`config.mk`:
```
export PLATFORM = sky130hd
export DESIGN_NAME = mp_alu_seq
export DESIGN_NICKNAME = d
export VERILOG_FILES = /design/src/rtl/mp_alu_seq_pkg.sv /design/src/rtl/mp_alu_seq.sv
export SDC_FILE = /design/constraint.sdc
export NUM_CORES = 1
export LEC_CHECK = 0
export CAP_MARGIN = 20
export CORE_MARGIN = 3
export CORE_UTILIZATION = 45
export DETAILED_ROUTE_END_ITERATION = 16
export PLACE_DENSITY = 0.93
export SYNTH_ARGS = -nofsm -noshare
export SYNTH_HDL_FRONTEND = slang
export SYNTH_SLANG_ARGS = --single-unit
```
`constraint.sdc`:
```
create_clock -name clk_i -period 6.8 [get_ports clk_i]
set_clock_uncertainty 0.15 [all_clocks]
set_input_delay 1.02 -clock clk_i [delete_from_list [all_inputs] [get_ports clk_i]]
set_output_delay 1.02 -clock clk_i [all_outputs]
set_load 0.02 [all_outputs]
```
`src/rtl/mp_alu_seq_pkg.sv`:
```
// Shared definitions for the multi-precision ALU sequencer: ALU opcodes,
// sequencer state encoding and a helper that classifies the opcodes the
// sequencer can chain byte by byte.
package mp_alu_seq_pkg;

  // 3-bit ALU opcode as carried in the upper bits of the ALU op word
  typedef enum logic [2:0] {
    OP_ADD = 3'd0,
    OP_SUB = 3'd1,
    OP_AND = 3'd2,
    OP_OR  = 3'd3,
    OP_XOR = 3'd4,
    OP_SLL = 3'd5,
    OP_SRL = 3'd6,
    OP_INC = 3'd7
  } op_code;

  // Sequencer control states
  typedef enum logic [1:0] {
    IDLE = 2'd0,
    RUN  = 2'd1,
    DONE = 2'd2
  } seq_state_e;

  localparam int DATA_W   = 8;
  localparam int ALU_OP_W = 9;

  // Only ops whose carry/shift-out can be chained through ov are sequenced
  function automatic logic is_seq_op(input logic [2:0] op);
    logic ok;
    case (op)
      OP_ADD:  ok = 1'b1;
      OP_SLL:  ok = 1'b1;
      OP_SRL:  ok = 1'b1;
      default: ok = 1'b0;
    endcase
    return ok;
  endfunction

endpackage

```
`src/rtl/mp_alu_seq.sv`:
```
// Multi-precision sequencer: walks an operand of 1..2^LEN_W bytes through
// the 8-bit ALU one byte per cycle, chaining carry/shift-out via ov, and
// writes every result byte back to the register file.
module mp_alu_seq
  import mp_alu_seq_pkg::*;
#(
  parameter int ADDR_W = 4,
  parameter int LEN_W  = 4
) (
  input  logic                clk_i,
  input  logic                rst_n_i,
  input  logic                cmd_valid_i,
  output logic                cmd_ready_o,
  input  logic [2:0]          cmd_op_i,
  input  logic [LEN_W-1:0]    cmd_len_i,
  input  logic [ADDR_W-1:0]   cmd_src_a_i,
  input  logic [ADDR_W-1:0]   cmd_src_b_i,
  input  logic [ADDR_W-1:0]   cmd_dst_i,
  input  logic                cmd_ov_i,
  output logic [ADDR_W-1:0]   rf_raddr_a_o,
  output logic [ADDR_W-1:0]   rf_raddr_b_o,
  input  logic [7:0]          rf_rdata_a_i,
  input  logic [7:0]          rf_rdata_b_i,
  output logic                rf_we_o,
  output logic [ADDR_W-1:0]   rf_waddr_o,
  output logic [7:0]          rf_wdata_o,
  output logic [8:0]          alu_op_o,
  output logic [7:0]          alu_rs_o,
  output logic [7:0]          alu_rt_o,
  output logic                alu_ov_o,
  input  logic [7:0]          alu_result_i,
  input  logic                alu_ov_i,
  output logic                done_o,
  output logic                err_o,
  output logic                ov_final_o
);

  localparam logic [LEN_W:0] ONE_N   = (LEN_W+1)'(1);
  localparam logic [LEN_W:0] LEN_MAX = ONE_N << LEN_W;

  seq_state_e          state_r;
  logic [2:0]          op_r;
  logic [ADDR_W-1:0]   src_a_r;
  logic [ADDR_W-1:0]   src_b_r;
  logic [ADDR_W-1:0]   dst_r;
  logic [LEN_W:0]      n_r;        // byte count, 1..2^LEN_W
  logic [LEN_W-1:0]    k_r;        // bytes already processed
  logic                ov_r;       // carry/shift chain between bytes
  logic                ready_r;
  logic                done_r;
  logic                err_r;
  logic                ov_final_r;

  logic [LEN_W:0]      off_s;
  logic [ADDR_W-1:0]   addr_off_s;
  logic                last_s;

  // Byte offset for the current step: SRL walks from the top byte down
  always_comb begin
    last_s = ({1'b0, k_r} == (n_r - ONE_N));
    if (op_r == OP_SRL) begin
      off_s = n_r - ONE_N - {1'b0, k_r};
    end else begin
      off_s = {1'b0, k_r};
    end
    addr_off_s = ADDR_W'(off_s);
  end

  // Datapath drive: active only in RUN, everything quiet otherwise
  always_comb begin
    rf_raddr_a_o = {ADDR_W{1'b0}};
    rf_raddr_b_o = {ADDR_W{1'b0}};
    rf_we_o      = 1'b0;
    rf_waddr_o   = {ADDR_W{1'b0}};
    rf_wdata_o   = 8'h00;
    alu_op_o     = 9'h000;
    alu_rs_o     = 8'h00;
    alu_rt_o     = 8'h00;
    alu_ov_o     = 1'b0;
    if (state_r == RUN) begin
      rf_raddr_a_o = src_a_r + addr_off_s;
      rf_raddr_b_o = src_b_r + addr_off_s;
      rf_we_o      = 1'b1;
      rf_waddr_o   = dst_r + addr_off_s;
      rf_wdata_o   = alu_result_i;
      alu_op_o     = {op_r, 6'b000000};
      alu_rs_o     = rf_rdata_a_i;
      alu_rt_o     = (op_r == OP_ADD) ? rf_rdata_b_i : 8'h00;
      alu_ov_o     = ov_r;
    end else begin
      alu_ov_o     = 1'b0;
    end
  end

  // Control FSM with registered handshake and completion outputs
  always_ff @(posedge clk_i or negedge rst_n_i) begin
    if (!rst_n_i) begin
      state_r    <= IDLE;
      op_r       <= 3'd0;
      src_a_r    <= {ADDR_W{1'b0}};
      src_b_r    <= {ADDR_W{1'b0}};
      dst_r      <= {ADDR_W{1'b0}};
      n_r        <= {(LEN_W+1){1'b0}};
      k_r        <= {LEN_W{1'b0}};
      ov_r       <= 1'b0;
      ready_r    <= 1'b1;
      done_r     <= 1'b0;
      err_r      <= 1'b0;
      ov_final_r <= 1'b0;
    end else begin
      case (state_r)
        IDLE: begin
          done_r <= 1'b0;
          err_r  <= 1'b0;
          if (cmd_valid_i && ready_r) begin
            op_r    <= cmd_op_i;
            src_a_r <= cmd_src_a_i;
            src_b_r <= cmd_src_b_i;
            dst_r   <= cmd_dst_i;
            n_r     <= (cmd_len_i == {LEN_W{1'b0}}) ? LEN_MAX : {1'b0, cmd_len_i};
            k_r     <= {LEN_W{1'b0}};
            ov_r    <= cmd_ov_i;
            ready_r <= 1'b0;
            if (is_seq_op(cmd_op_i)) begin
              state_r <= RUN;
            end else begin
              // Unsupported op: report immediately, touch nothing
              state_r    <= DONE;
              done_r     <= 1'b1;
              err_r      <= 1'b1;
              ov_final_r <= cmd_ov_i;
            end
          end else begin
            state_r <= IDLE;
          end
        end
        RUN: begin
          ov_r <= alu_ov_i;
          k_r  <= k_r + LEN_W'(1);
          if (last_s) begin
            state_r    <= DONE;
            done_r     <= 1'b1;
            err_r      <= 1'b0;
            ov_final_r <= alu_ov_i;
          end else begin
            state_r <= RUN;
          end
        end
        DONE: begin
          state_r <= IDLE;
          done_r  <= 1'b0;
          err_r   <= 1'b0;
          ready_r <= 1'b1;
        end
        default: begin
          state_r <= IDLE;
          done_r  <= 1'b0;
          err_r   <= 1'b0;
          ready_r <= 1'b1;
        end
      endcase
    end
  end

  assign cmd_ready_o = ready_r;
  assign done_o      = done_r;
  assign err_o       = err_r;
  assign ov_final_o  = ov_final_r;

endmodule

```
==> impl_results.md, run 1 <==
* Status: completed
* ANT nets after route at 0
* RSZ-0062 raised after global routing: no
* Port-buffer cells at 92
* Kind of critical path: flop to output pin
* Switching share of power at 43.3%
* Initial antenna violation count at 0
* Synthesized flop and latch total at 31
* Comb power frac at 64.7%
* Area growth, synth to finish at 50.2%
* Max transition margin at 49.4%
* Worst-Margin Slew at 760 ps
* Die Width at 74.5 microns
* CTS clk-pin slew, worst paths at 70 ps
* Worst Setup Start Kind: flop
* Die area at 0.00555 sq mm
* Synthesized area at 0.00211 sq mm
* Core Rows at 24
* Commonest non-fill, non-tap cells in the layout: clkdlybuf4s50_1, and2_1, dfrtp_1
* DRC viols at 0
* Initial DRC count at 108
* Routed len/inst at 15.2 microns
* Crit end category: output pin
* P_int at 862 uW
* Fin. max-slew vios at 0
* Insertion delay to the later sink of the worst-skew pair at 280 ps
* Yosys warnings at 0
* Area post-placement at 0.00304 sq mm
* Max_cap viols at 0
* Post-route cell area at 0.00317 sq mm
* Max clock buf depth at 2
* Mean Syn Cell Area at 9.56 sq um
* Distinct cell type count after synthesis at 37
* PD cells at 480 mW/mm^2
* CTS resizes at 0
* Via density at 5.18
* Detail Placement HPWL at 4140 microns
* Final setup viols at 0
* Clk pwr share at 12.3%
* Fin. Hold Viols at 0
* Synth Instances at 221
* Root buffer cell: clkbuf_8
* Setup Fix Bufs, Post-CTS at 0
* Routability Congestion at 0.877
* Top Ports at 99
* Total number of vias at 1889
* Worst hold path type: flop to flop
* TritonCTS buffer count at 5
* WP data arrival at 3630 ps
* Setup TNS at 0 ps
* Die Span Y at 74.5 microns
* # diodes at 0
* Nets@finish at 378
* Seq pwr share at 23.0%
* Overflow after GRT at 0
* Post-synthesis sequential area ratio at 36.8%
* Crit-path max FO at 4
* Most common cell after layout, fill and taps aside: clkdlybuf4s50_1
* Starting Density at 47.6%
* Critical path required time at 5630 ps
* Core occupancy in the finished layout at 71.4%
* H-tree Lvls at 2
* TritonCTS clock tree: yes
* Cells on worst reg2reg path at 4
* Post-route clock period utilization at 70.6%
* Leak at 0.00138 uW
* Worst vdd ir at 0.278 mV
* Core footprint at 0.00444 sq mm
* Global-route wire length before repair at 8850 microns
* Largest net degree at the start of global routing at 32
* Fmax at 0.208 GHz
* Post-detailed-routing wire length at 5550 microns
* Fin crit period at 4800 ps
* Hold bufs inserted after CTS at 0
* Hold depth at 1
* DR pass1 iterations at 4
* Switching power at 660 uW
* Layout cells sized above 1 at 8.95%
* Tot GR Track Use at 20.9%
* Clock tree sinks at 31
* Vias in the first global route at 1878
-- logic make-up (layout without fill, tap and decap cells) --
group / count (synthesis) / in the layout / synth area share, %
AO/OA/AOI/OAI: 34 / 34 / 9.30
XOR/XNOR: 14 / 14 / 6.16
adder cells (fa/ha/maj): 18 / 18 / 12.1
buffers and inverters: 28 / 115 / 6.28
flip-flops: 31 / 31 / 36.8
multiplexers: 16 / 16 / 9.00
other: 1 / 6 / 0.177
AND/OR/NAND/NOR: 79 / 79 / 20.2
-- power by group through the flow --
stage	Clock [uW]	Sequential, uW	Combinational (uW)
2_1_floorplan	0	343	648
3_3_place_gp	0	347	929
3_5_place_dp	0	351	963
4_1_cts	190	349	982
5_1_grt	201	364	1090
6_report	187	350	984
-- cells in the mapped netlist (all sizes together) --
cell / n / share of area [%]
a211oi: 1 / 0.36
a21o: 6 / 2.1
a21oi: 12 / 2.8
and2: 31 / 9.2
and3: 2 / 0.59
and3b: 1 / 0.41
buf: 11 / 3.3
clkbuf: 4 / 0.71
conb: 1 / 0.18
dfrtp: 30 / 36
dfstp: 1 / 1.2
fa: 4 / 3.8
ha: 14 / 8.3
inv: 13 / 2.3
mux2: 14 / 7.5
mux2i: 2 / 1.5
nand2: 16 / 2.8
nand2b: 1 / 0.30
nand3: 8 / 1.9
nand3b: 2 / 0.71
nor2: 11 / 2.0
nor3: 2 / 0.47
nor3b: 1 / 0.36
nor4: 1 / 0.59
o211a: 1 / 0.47
o21ai: 12 / 2.8
o22ai: 1 / 0.30
o31ai: 1 / 0.36
or3: 2 / 0.59
or4: 1 / 0.36
xnor2: 6 / 2.8
xor2: 8 / 3.3
-- final timing paths --
check | start | endpoint | slack (ps)
setup / recovery | n_r[0] | rf_raddr_b_o[3] | 2000
hold / removal | state_r[1] | done_o | 310
setup reg to reg | state_r[1] | ov_final_o | 4390
hold reg to reg | state_r[1] | done_o | 310
max in group asynchronous | rst_n_i | cmd_ready_o | 5170
min in group asynchronous | rst_n_i | err_o | 1000
-- worst max-delay path, cell delays in order, from the launching register on --
cell,delay (ps)
dfrtp_1,370
inv_1,80
ha_1,330
fa_1,450
o21ai_0,400
ha_1,320
a21o_1,180
a21oi_1,170
xnor2_1,160
nand3_1,100
a21oi_1,140
clkdlybuf4s50_1,630
-- per-layer routing --
| metal | global-route usage, % | share of wire, % |
|---|---|---|
| met2 | 35.5 | 53 |
| met4 | 6.13 | 1.2 |
| met5 | 0 | 0 |
| met1 | 27.2 | 41 |
| met3 | 3.78 | 5.1 |
-- per-stage QoR --
stage                     worst slack, ps  cells  total power, uW  hold WS [ps]
after floorplan                      2920    226              991           291
after global placement               2400    356             1280           308
after detailed placement             2330    356             1310           316
after CTS                            2010    364             1520           309
after global routing                 1800    365             1650           345
final                                2000    365             1520           308
-- registers in the layout, indices dropped and copies added, names as in the netlist --
signal	cells
done_o	1
op_r	3
dst_r	4
err_o	1
ov_final_o	1
n_r	5
ov_r	1
k_r	4
src_a_r	4
cmd_ready_o	1
src_b_r	4
state_r	2
-- area by class of cell --
cell class                 count  area [sq um]
clock buffer                   6          82.6
clock inverter                 2          35.0
fill                         322          1270
inverter                      13          48.8
multi-input combinational    167          1220
sequential                    31           777
tap                           52          65.1
timing repair buffer          94           943
Note: power is estimated with default switching activity, not from simulation.
==> run 2, diff against run 1 <==
- CORE_UTILIZATION: 45 -> 42
- PLACE_DENSITY: 0.93 -> 0.88
- clock period: 6.8 -> 5 ns (I/O delays scaled with it)
==> run 2 against run 1 <==
Against the previous run: sequential power rose by 35%; combinational power rose by 32%; largest cell class unchanged; count of clock-buffer cells in the layout rose by 2; sequential share of layout area barely moved; design area fell by 0.20%; critical path depth did not move; highest routed layer unchanged.
==> impl_results.md, run 2 (synthesized netlist as in run 1, its figures left out) <==
* Area growth, synth to finish at 49.9%
* WP data arrival at 3700 ps
* Total number of vias at 1870
* Global-route wire length before repair at 8720 microns
* Tot GR Track Use at 18.2%
* Grt met1 use at 22.1%
* TritonCTS clock tree: yes
* Critical path required time at 4100 ps
* Layout cells sized above 1 at 8.63%
* CTS clk-pin slew, worst paths at 60 ps
* CP max-delay cell: clkdlybuf4s50_1
* Max clock buf depth at 2
* Die area at 0.00592 sq mm
* Via density at 4.92
* Top Ports at 99
* Starting Density at 44.2%
* Reg-to-Reg Start: state_r[1]
* FF-to-FF setup slack at 2560 ps
* Core Rows at 25
* Detail Placement HPWL at 4120 microns
* Crit-path cells: inv_1, ha_1, fa_1, o21ai_0, ha_1, a21o_1, a21oi_1, xnor2_1, a21o_1, a21oi_1, clkdlybuf4s50_1
* Largest net degree at the start of global routing at 32
* WHS Endpoint: done_o
* Port-buffer cells at 92
* Overflow after GRT at 0
* Fin. Hold Viols at 0
* Crit end category: output pin
* Worst Setup Start Kind: flop
* Commonest non-fill, non-tap cells in the layout: clkdlybuf4s50_1, and2_1, dfrtp_1
* Routed len/inst at 13.7 microns
* RSZ-0062 raised after global routing: no
* Critical path's largest stage delay at 630 ps
* Setup TNS at 0 ps
* Status: completed
* Initial DRC count at 107
* Fin crit period at 4600 ps
* DR pass1 iterations at 4
* Max transition margin at 48.2%
* Setup Fix Bufs, Post-CTS at 0
* Core footprint at 0.00479 sq mm
* Hold depth at 1
* # diodes at 0
* H-tree Lvls at 2
* Worst hold path type: flop to flop
* Nets@finish at 378
* Launch point of the worst path: n_r[0]
* Max_cap viols at 0
* Post-route clock period utilization at 92.1%
* Max FFs per register at 5
* Fin. max-slew vios at 0
* ANT nets after route at 0
* Filler cells at 390
* Core occupancy in the finished layout at 66.2%
* Post-detailed-routing wire length at 5200 microns
* Initial antenna violation count at 0
* DRC viols at 0
* TritonCTS buffer count at 5
* GR Util met2 at 32.5%
* Worst vdd ir at 0.361 mV
* Cells on worst reg2reg path at 4
* Vias in the first global route at 1873
* Root buffer cell: clkbuf_8
* Hold bufs inserted after CTS at 0
* Final setup margin at 396 ps
* DP Worst Slack at 685 ps
* Design Power at 1990 uW
* PD cells at 629 mW/mm^2
* Most flops, register: n_r
* Clock tree sinks at 31
* FF-to-FF End: ov_final_o
* CP top delay family: compound AO/OA/AOI/OAI gates
* Hold path start: state_r[1]
* Die Width at 76.9 microns
* Gr busiest metal: met2
* Die Span Y at 76.9 microns
* Insertion delay to the later sink of the worst-skew pair at 280 ps
* Kind of critical path: flop to output pin
* Fmax at 0.217 GHz
* Final setup viols at 0
* Routability Congestion at 0.877
* CTS resizes at 0
* Leak at 0.00137 uW
* Met3 Use GR at 3.87%
* Most common cell after layout, fill and taps aside: clkdlybuf4s50_1
* Crit-path max FO at 4
* Worst Path Buf+Inv at 2
* Worst-Margin Slew at 777 ps
[run 2: changes by cell type in the layout (fill, tap and decap cells not counted), sizes merged]
cell    delta
clkinv     -1
clkbuf     +2
bufinv     -1
[run 2: final cells by class]
class | instances | area [sq um] | share of cell area, %
Multi-Input combinational cell | 167 | 1220 | 38.6
Timing Repair Buffer | 94 | 936 | 29.5
Sequential cell | 31 | 777 | 24.5
Clock buffer | 8 | 100 | 3.16
Tap cell | 67 | 83.8 | 2.65
Inverter | 13 | 48.8 | 1.54
[run 2: metrics by stage]
stage	hold WS (ps)	area, sq um	cells
final	342	3170	380
after global routing	357	3170	380
after CTS	342	3170	380
after detailed placement	335	3070	372
after global placement	311	3070	372
after floorplan	291	2130	226
[run 2: worst max path at each step]
stage	cells past startpoint	slack (ps)	endpoint
2_1_floorplan	10	1390	rf_raddr_b_o[3]
3_3_place_gp	11	870	rf_waddr_o[3]
3_5_place_dp	11	680	rf_raddr_b_o[3]
4_1_cts	11	390	rf_raddr_b_o[3]
5_1_grt	11	210	rf_raddr_b_o[3]
6_report	11	400	rf_raddr_b_o[3]
[run 2: worst reg2reg max path, stage by stage, from the launching register on]
cell	delay [ps]
dfrtp_1	390
nand2b_1	640
inv_1	560
or3_1	480
o211a_1	120
[run 2: report_power, final]
part           total [uW]  internal (uW)  switching (uW)
logic                1300            629             675
clock network         214            126            88.7
registers             474            374            99.6
total                1990           1130             863
[run 2: per-layer routing]
metal	up-vias	part of all wire, %
li1	909	-
met1	912	43
met2	45	53
met3	4	3.9
met4	0	0.56
met5	-	0
